### config.mk
export PLATFORM = sky130hd
export DESIGN_NAME = shift_left_iterative
export DESIGN_NICKNAME = d
export VERILOG_FILES = /design/src/rtl/shifter_pkg.sv /design/src/rtl/shift_left_iterative.sv
export SDC_FILE = /design/constraint.sdc
export NUM_CORES = 1
export LEC_CHECK = 0
export BUFFER_PORTS_ARGS = -buffer_cell sky130_fd_sc_hd__buf_2
export CAP_MARGIN = 20
export CORE_ASPECT_RATIO = 0.6
export CORE_MARGIN = 8
export CORE_UTILIZATION = 52
export CTS_BUF_LIST = sky130_fd_sc_hd__clkbuf_4 sky130_fd_sc_hd__clkbuf_8 sky130_fd_sc_hd__clkbuf_16
export DETAILED_ROUTE_END_ITERATION = 12
export PLACE_DENSITY_LB_ADDON = 0.2
export SYNTH_ARGS = -nofsm -noshare
export SYNTH_HDL_FRONTEND = slang
export SYNTH_SLANG_ARGS = --single-unit
### constraint.sdc
create_clock -name clk -period 1.9 [get_ports clk]
set_input_delay 0.38 -clock clk [delete_from_list [all_inputs] [get_ports clk]]
set_output_delay 0.38 -clock clk [all_outputs]
set_load 0.1 [all_outputs]
### src/rtl/shifter_pkg.sv
// Shared shifter definitions: default datapath width, shift-amount width and FSM states.
// No logic of its own; imported by the iterative shifter.
// Types and constants only, no timing or flow-control behaviour.
package shifter_pkg;

    localparam int SHIFTER_N  = 32;
    localparam int SHIFTER_CW = $clog2(SHIFTER_N);

    typedef enum logic [1:0] {
        IDLE  = 2'd0,
        SHIFT = 2'd1,
        DONE  = 2'd2
    } state_t;

endpackage

### src/rtl/shift_left_iterative.sv
// Iterative logical left shifter: one bit position per clock, zero-filled from the LSB.
// Latency: shamt+1 cycles from the accept edge to the first cycle out_valid is high.
// Backpressure: one request in flight; in_ready only in IDLE; the result holds in DONE until out_ready.
module shift_left_iterative
    import shifter_pkg::*;
#(
    parameter int N = SHIFTER_N
) (
    input  logic                 clk,
    input  logic                 rst,
    input  logic                 in_valid,
    output logic                 in_ready,
    input  logic [N-1:0]         in,
    input  logic [$clog2(N)-1:0] shamt,
    output logic                 out_valid,
    input  logic                 out_ready,
    output logic [N-1:0]         out,
    output logic                 busy
);

    localparam int CW = $clog2(N);

    state_t          state_q;
    state_t          state_d;
    logic [N-1:0]    data_q;
    logic [CW-1:0]   count_q;

    // Next state: leave IDLE on accept (straight to DONE for a zero shift),
    // finish SHIFT on the last count, return from DONE once the result is taken.
    always_comb begin
        state_d = state_q;
        case (state_q)
            IDLE: begin
                if (in_valid) begin
                    state_d = (shamt == '0) ? DONE : SHIFT;
                end
            end
            SHIFT: begin
                // count_q is never 0 here; the <= also guards against a stuck SHIFT.
                if (count_q <= CW'(1)) begin
                    state_d = DONE;
                end
            end
            DONE: begin
                if (out_ready) begin
                    state_d = IDLE;
                end
            end
            default: state_d = IDLE;
        endcase
    end

    // State register plus the inline shift register and down-counter.
    always_ff @(posedge clk or posedge rst) begin
        if (rst) begin
            state_q <= IDLE;
            data_q  <= '0;
            count_q <= '0;
        end else begin
            state_q <= state_d;
            case (state_q)
                IDLE: begin
                    if (in_valid) begin
                        data_q  <= in;
                        count_q <= shamt;
                    end
                end
                SHIFT: begin
                    data_q <= {data_q[N-2:0], 1'b0};
                    if (count_q != '0) begin
                        count_q <= count_q - CW'(1);
                    end
                end
                default: begin
                end
            endcase
        end
    end

    // Handshake and status outputs decoded from the state alone.
    always_comb begin
        in_ready  = 1'b0;
        out_valid = 1'b0;
        busy      = 1'b1;
        case (state_q)
            IDLE: begin
                in_ready = 1'b1;
                busy     = 1'b0;
            end
            DONE:    out_valid = 1'b1;
            default: begin
            end
        endcase
    end

    assign out = data_q;

endmodule

; Word level (Yosys, flattened, before mapping)
; Cells that the tools add are included.
[totals]
rom_bits = 0
latchBits = 0
regBits = 39
memories = 0
input_bits = 41
ram_bits = 0
[op_classes]
shifts = 0
n_addsub = 1
reduce_logical = 7
multipliers = 0
eq_ne = 6
bitwise = 0
muxes = 13
n_div = 0
magnitude_cmp = 1
[ops]
columns = op, count
row1 = $pmux W32 S2, 1
row2 = $mux W32, 1
row3 = $mux W5, 2
row4 = $pmux W5 S2, 1
row5 = $mux W2, 4
row6 = $ne A2 B2 Y1 const B, 4
row7 = $pmux W2 S3, 1
row8 = $reduce_and A3 Y1, 2
row9 = $le A5 B1 Y1 const B, 1
row10 = $logic_not A5 Y1, 1
row11 = $reduce_bool A5 Y1, 1
row12 = $sub A5 B1 Y5 const B, 1
row13 = $mux W1, 3
row14 = $eq A2 B1 Y1 const B, 1
row15 = $eq A2 B2 Y1 const B, 1
row16 = $logic_not A2 Y1, 1
row17 = $reduce_and A2 Y1, 1
row18 = $reduce_bool A2 Y1, 1

; Longest topological paths before layout
; Gate-level depths: netlist of run 1.
[depth]
depth_word = 4
depth_mapped = 6
mapped_depth_nobuf = 5

; Worst setup path after synthesis of run 1
; No wires, ideal clock.
[synth_path]
path_kind = reg2out
from = register state_q[0]
to = output port busy
arrival_ns = 2.770
path_slack_ns = -1.250
stages_incl_launch_ff = 4
n_path_buf = 1
cell_sequence = dfrtp_1 buf_2 nor2_1 inv_1
[synth_via]
elab_chain_len = 2
[synth_lines]
columns = element, line
row1 = start: declaration, shift_left_iterative.sv:23  ; state_t state_q;
row2 = start signal: assignment, shift_left_iterative.sv:60  ; state_q <= state_d;
row3 = $logic_not A2 Y1, shift_left_iterative.sv:85  ; case (state_q)
row4 = $mux W1, shift_left_iterative.sv:85
row5 = end: declaration, shift_left_iterative.sv:18  ; output logic busy
; No other way between the ends.

; Worst setup path in the final report of run 1
[layout_path]
from = register state_q[0]
to = output port in_ready
[layout_via]
elab_chain_len = 2
[layout_lines]
columns = element, line
row1 = $logic_not A2 Y1, shift_left_iterative.sv:85
row2 = $mux W1, shift_left_iterative.sv:85
row3 = end: declaration, shift_left_iterative.sv:12  ; output logic in_ready,
; No other way between the ends.

==> metrics.cfg, run 1 <==
[die]
die-width_um = 95.1
dieArea_um2 = 6040
ios = 76
start_util_pct = 53.7
die_h_um = 63.5
rows = 17
core_um2 = 3640

[worst_setup_path]
reg2reg_to = out[26]
r2r_start = state_q[1]
max_stage_delay_ns = 0.51
critPathBufInv = 1
r2r_cells = 4
crit_slowest_cell = dfrtp_2
path_delay_family = flip-flops
crit_path_cell_trace = nor2_4 -> buf_2
critPathMaxFanout = 12
rrSetupSlack_ns = 0.32
path_class = flip-flop to primary output
startpoint_type = flip-flop
critPathCaptureType = primary output
cp.arrival_ns = 1.36
critPathRequiredTime_ns = 1.52
cp.depth = 2

[run]
drv_cap = 0

[global_routing]
gr-usage-all-layers_pct = 15.9
grt_max_degree = 47
grt_antenna_before_repair = 0
grt_pass1_vias = 1614
grt_first_pass_wirelength_um = 7710
overflow = 0

[synth]
synthTopCellsByArea = dfrtp_1 (50%), mux2i_1 (16%), o21ai_1 (8.7%), nand2_1 (6.5%), buf_6 (2.3%)
ys_warn_count = 0
syn_avg_cell_area_um2 = 9.92
yosysSeqAreaShare_pct = 49.9
synth_cell_types = 27
synth_area_um2 = 1950
syn_inst = 197
synth_top_cell_area_share_pct = 49.9
yosys.area.top_type = dfrtp_1
synth-seq-cells = 39
synth_fp_nets = 240

[finish]
fin_nets = 315
area_growth_pct = 26.6
drive_gt1_share_pct = 35.5
diodes = 0
fillers = 303

[clock_network]
cts_tree = built
clock_latency_ns = 0.29
clk_pin_slew_worst_paths_ns = 0.08
htreeDepth = 2
clockBufferDepth = 2
clkSinkCount = 39
numCtsBuffers = 5
clock-root-buffer = clkbuf_8

[timing]
setup_slack_ns = 0.156
period_minus_slack_ns = 1.74
slew_violations = 0
finalCritPeriodShare_pct = 91.8
max_slew_margin_pct = 67.4
rsz0062_at_grt = false
max_freq_mhz = 573
tightest_slew_ns = 0.492
fin_skew_ns = 0.00800
hold_violations = 0
finalSetupViolCount = 0
fin_tns_setup_ns = 0

[detailed_routing]
vias = 1623
vias_per_cell = 5.07
drtIter0Drc = 57
first_pass_iters = 4
drc = 0
route.antenna.remaining_nets = 0
routedWlPerCell_um = 14.2
routed_wl_um = 4550

[place]
port-buffer-count = 75
dp_worst_setup_slack_ns = 0.300
dp_hpwl_um = 3410
gp_congestion = 0.809

[min_path]
min_path_type = input pin to asynchronous set/reset pin

[outcome]
status = completed

-- area by class of cell --
| type | count | area, um2 | area share (%) |
|---|---|---|---|
| Clock buffer | 8 | 104 | 4.20 |
| Inverter | 5 | 18.8 | 0.758 |
| Multi-Input combinational cell | 141 | 888 | 35.9 |
| Sequential cell | 39 | 977 | 39.5 |
| Tap cell | 47 | 58.8 | 2.38 |
| Timing Repair Buffer | 80 | 428 | 17.3 |
-- worst max-delay path by stage --
stage	start	end	slack (ns)
2_1_floorplan	state_q[0]	busy	-0.13
3_3_place_gp	state_q[0]	out[26]	0.32
3_5_place_dp	state_q[0]	out[26]	0.30
4_1_cts	state_q[0]	busy	0.04
5_1_grt	state_q[1]	out_valid	0.09
6_report	state_q[0]	in_ready	0.16
-- kinds of logic (layout without fill, tap and decap cells) --
kind of cell / Yosys count / in the layout / synth area share, %
and+or+nand+nor: 54 / 54 / 12.3
buffers and inverters: 17 / 93 / 5.63
muxes: 31 / 31 / 15.9
AOI/OAI and AO/OA: 54 / 54 / 15.0
DFF: 39 / 39 / 49.9
adders and majority gates: 2 / 2 / 1.28
-- cell usage after synthesis --
| library cell | number |
|---|---|
| dfrtp_1 | 39 |
| nand2_1 | 34 |
| o21ai_1 | 34 |
| mux2i_1 | 31 |
| nor2_1 | 9 |
| a21oi_1 | 7 |
| o21ai_0 | 7 |
| inv_1 | 5 |
| buf_2 | 4 |
| buf_6 | 4 |
| clkbuf_1 | 3 |
| and2b_1 | 2 |
| ha_1 | 2 |
| nor2b_1 | 2 |
| nor3_1 | 2 |
| a21boi_0 | 1 |
| a31o_2 | 1 |
| a31oi_1 | 1 |
| and3_1 | 1 |
| buf_8 | 1 |
| nand2b_1 | 1 |
| nor3b_2 | 1 |
| o21bai_2 | 1 |
| o22ai_1 | 1 |
| o22ai_2 | 1 |
| or3b_2 | 1 |
| or4_1 | 1 |
-- routing by layer --
| layer | global-route usage [%] | part of all wire (%) | vias to the layer above | wire length (um) |
|---|---|---|---|---|
| met5 | 0 | 0 | - | 0 |
| met4 | 5.80 | 1.2 | 0 | 56 |
| met3 | 5.32 | 6.8 | 5 | 310 |
| met2 | 24.1 | 44 | 52 | 1990 |
| met1 | 20.4 | 48 | 735 | 2190 |
| li1 | - | - | 831 | - |
-- registers in the layout (all words and copies together) (netlist names) --
signal and count:
out 32, count_q 5, state_q 2
-- worst register-to-register path, stage by stage, from the launching register on --
cell,delay (ns)
dfrtp_1,0.51
nand2b_2,0.39
buf_12,0.24
mux2i_1,0.25
o21ai_1,0.07
-- per-stage QoR --
| step | area, um2 | instances | hold slack, ns | util [%] |
|---|---|---|---|---|
| detailed placement | 2370 | 312 | 0.477 | 65.1 |
| floorplan | 1960 | 197 | 0.488 | - |
| CTS | 2470 | 320 | 0.206 | 67.9 |
| global placement | 2370 | 312 | 0.469 | 65.1 |
| finish | 2470 | 320 | 0.188 | 68.0 |
| global route | 2470 | 320 | 0.231 | 68.0 |
-- repair_timing --
action,in CTS,in global routing
hold buffers,0,0
endpoints found under the setup margin,0,2
setup buffers,0,0
gates resized for setup,0,2
-- placed cells by master (no fill, tap or decap) --
master / netlist / routed
buf_2: 4 / 74
dfrtp_1: 39 / 38
nand2_1: 34 / 34
o21ai_1: 34 / 34
mux2i_1: 31 / 31
a21oi_1: 7 / 7
nor2_1: 9 / 7
o21ai_0: 7 / 7
clkbuf_8: 0 / 7
inv_1: 5 / 5
buf_4: 0 / 4
and2b_1: 2 / 2
nor2b_1: 2 / 2
nor3_1: 2 / 2
ha_1: 2 / 2
clkbuf_4: 0 / 2
o21bai_4: 0 / 1
nand2b_2: 0 / 1
a21boi_0: 1 / 1
or4_1: 1 / 1
or3b_2: 1 / 1
nor2_4: 0 / 1
nor2_2: 0 / 1
a31o_2: 1 / 1
o22ai_1: 1 / 1
a31oi_1: 1 / 1
o22ai_2: 1 / 1
nor3b_2: 1 / 1
and3_1: 1 / 1
buf_12: 0 / 1
dfrtp_2: 0 / 1
Power of run 1 is left out: the tool's default activity adds up to more than one toggle a clock period on the data nets, which glitch-free logic cannot reach.
==> inputs of run 2 (changes only) <==
CORE_UTILIZATION = 48   (was 52)
clock period = 1.7 ns   (was 1.9 ns; I/O delays follow)
==> run 2 against run 1 <==
Net effect: die area rose by 6.6%; count of clock-buffer cells in the layout decreased by 1; critical path depth increased by 1; critical endpoint is now out_valid; register-to-register slack worse by 0.04 ns; setup slack worse by 0.086 ns; largest cell class unchanged.
==> metrics.cfg, run 2 (synthesis gave the netlist of run 1 again) <==
[global_routing]
busiest_layer = met2
grt_first_pass_wirelength_um = 7940  ; +2.9%
overflow = 0  ; unchanged
grt_max_degree = 43  ; -8.5%
grt.met2_usage_pct = 22.8  ; -1.2 points
gr-usage-all-layers_pct = 15.4  ; -0.48 points
grt_antenna_before_repair = 0  ; unchanged
grt_pass1_vias = 1601  ; -0.81%
globalRouteMet1Util_pct = 20.5  ; +0.15 points
gr-usage-met3_pct = 4.64  ; -0.68 points

[detailed_routing]
vias = 1635  ; +0.74%
first_pass_iters = 4  ; unchanged
drtIter0Drc = 32  ; -44%
routed_wl_um = 4660  ; +2.6%
route.antenna.remaining_nets = 0  ; unchanged
routedWlPerCell_um = 14.3  ; +1.0%
vias_per_cell = 5.03  ; -0.81%
drc = 0  ; unchanged

[timing]
max_freq_mhz = 613
finalCritPeriodShare_pct = 95.9
slew_violations = 0  ; unchanged
max_slew_margin_pct = 67.2  ; -0.19 points
period_minus_slack_ns = 1.63
tightest_slew_ns = 0.495  ; +0.00288 ns
hold_ws_ns = 0.150  ; -0.0374 ns
rsz0062_at_grt = false
finalSetupViolCount = 0  ; unchanged
hold_violations = 0  ; unchanged
fin_skew_ns = 0.00458  ; -0.00342 ns
setup_slack_ns = 0.0694  ; -0.0863 ns

[clock_network]
cts_tree = built
cts_hold_buffers = 0  ; unchanged
htreeDepth = 2  ; unchanged
clkSinkCount = 39  ; unchanged
cts_resized = 0  ; unchanged
clockBufferDepth = 2  ; unchanged
postCtsSetupRepairBufs = 0  ; unchanged
clock_latency_ns = 0.29  ; about the same
numCtsBuffers = 5  ; unchanged
clock-root-buffer = clkbuf_8
clk_pin_slew_worst_paths_ns = 0.07  ; about the same

[worst_setup_path]
critPathMaxFanout = 9  ; -3
r2r_start = state_q[1]
path_class = flip-flop to primary output
critPathRequiredTime_ns = 1.36  ; -0.16 ns
reg2reg_to = out[2]
max_stage_delay_ns = 0.53  ; +0.02 ns
crit_path_cell_trace = inv_1 -> nor2_2 -> buf_12
cp.arrival_ns = 1.29  ; -0.07 ns
rrSetupSlack_ns = 0.28  ; -0.04 ns
r2r_cells = 4  ; unchanged
startpoint_type = flip-flop
crit_slowest_cell = dfrtp_1
critPathCaptureType = primary output

[finish]
fin_nets = 317  ; +0.63%
final_cells = 325  ; +1.6%
drive_gt1_share_pct = 35.6  ; +0.11 points
finalInstanceArea_um2 = 2530  ; +2.3%
final_common_cell = buf_2
most-common-layout-cells = buf_2 (72), dfrtp_1 (39), nand2_1 (34), o21ai_1 (34), mux2i_1 (31)
largest_reg_flops = 32  ; unchanged
area_growth_pct = 29.6
diodes = 0  ; unchanged

[die]
core_um2 = 4010  ; +10%
rows = 18  ; +1
die-width_um = 98.4  ; +3.4%
ios = 76  ; unchanged
die_h_um = 65.4  ; +3.1%
dieArea_um2 = 6440  ; +6.6%
start_util_pct = 48.8  ; -5.0 points

[place]
port-buffer-count = 75  ; unchanged
gp_congestion = 0.843  ; +4.2%
place_area_um2 = 2440  ; +3.2%
dp_cells = 317  ; +1.6%
dp_hpwl_um = 3590  ; +5.4%
dp_worst_setup_slack_ns = 0.271  ; -0.0291 ns

[run]
drv_cap = 0  ; unchanged

[min_path]
min_path_type = input pin to asynchronous set/reset pin

[outcome]
status = completed

==> run 2: cell count changes in the layout (fill, tap and decap cells not counted), sizes merged <==
cell | before | now
buf | 79 | 82
clkbuf | 9 | 7
clkinv | 0 | 1
==> run 2: how the worst max path moves through the flow <==
stage,startpoint,endpoint,slack (ns),depth (start not counted)
finish,state_q[1],out_valid,0.07,3
global route,state_q[1],out_valid,0.01,3
CTS,state_q[1],out_valid,0.05,3
detailed placement,shamt[1],state_q[0],0.27,5
global placement,shamt[1],state_q[0],0.29,5
floorplan,state_q[0],busy,-0.29,3
==> run 2: per-stage QoR <==
step / TNS [ns] / utilization (%)
3_5_place_dp: 0 / 61.0
5_1_grt: 0 / 63.2
2_1_floorplan: -0.298 / -
4_1_cts: 0 / 63.2
3_3_place_gp: 0 / 61.0
6_report: 0 / 63.2
==> run 2: cell type report <==
type / count / area, um2
fill: 358 / 1480
sequential: 39 / 976
multi-input combinational: 141 / 888
timing repair buffer: 82 / 498
clock buffer: 7 / 83.8
tap: 50 / 62.6
inverter: 5 / 18.8
clock inverter: 1 / 5.00
==> run 2: layer usage <==
layer,vias to the layer above,routed length (um)
li1,831,-
met1,744,2360
met2,52,1980
met3,8,246
met4,0,76
met5,-,0
==> run 2: worst max-delay path, delay by kind of cell, from the launching register on <==
family        cells  cell delay, ns
buf+inv           2            0.33
flops             1            0.53
simple gates      1            0.15
Power of run 2 is left out for the same reason.
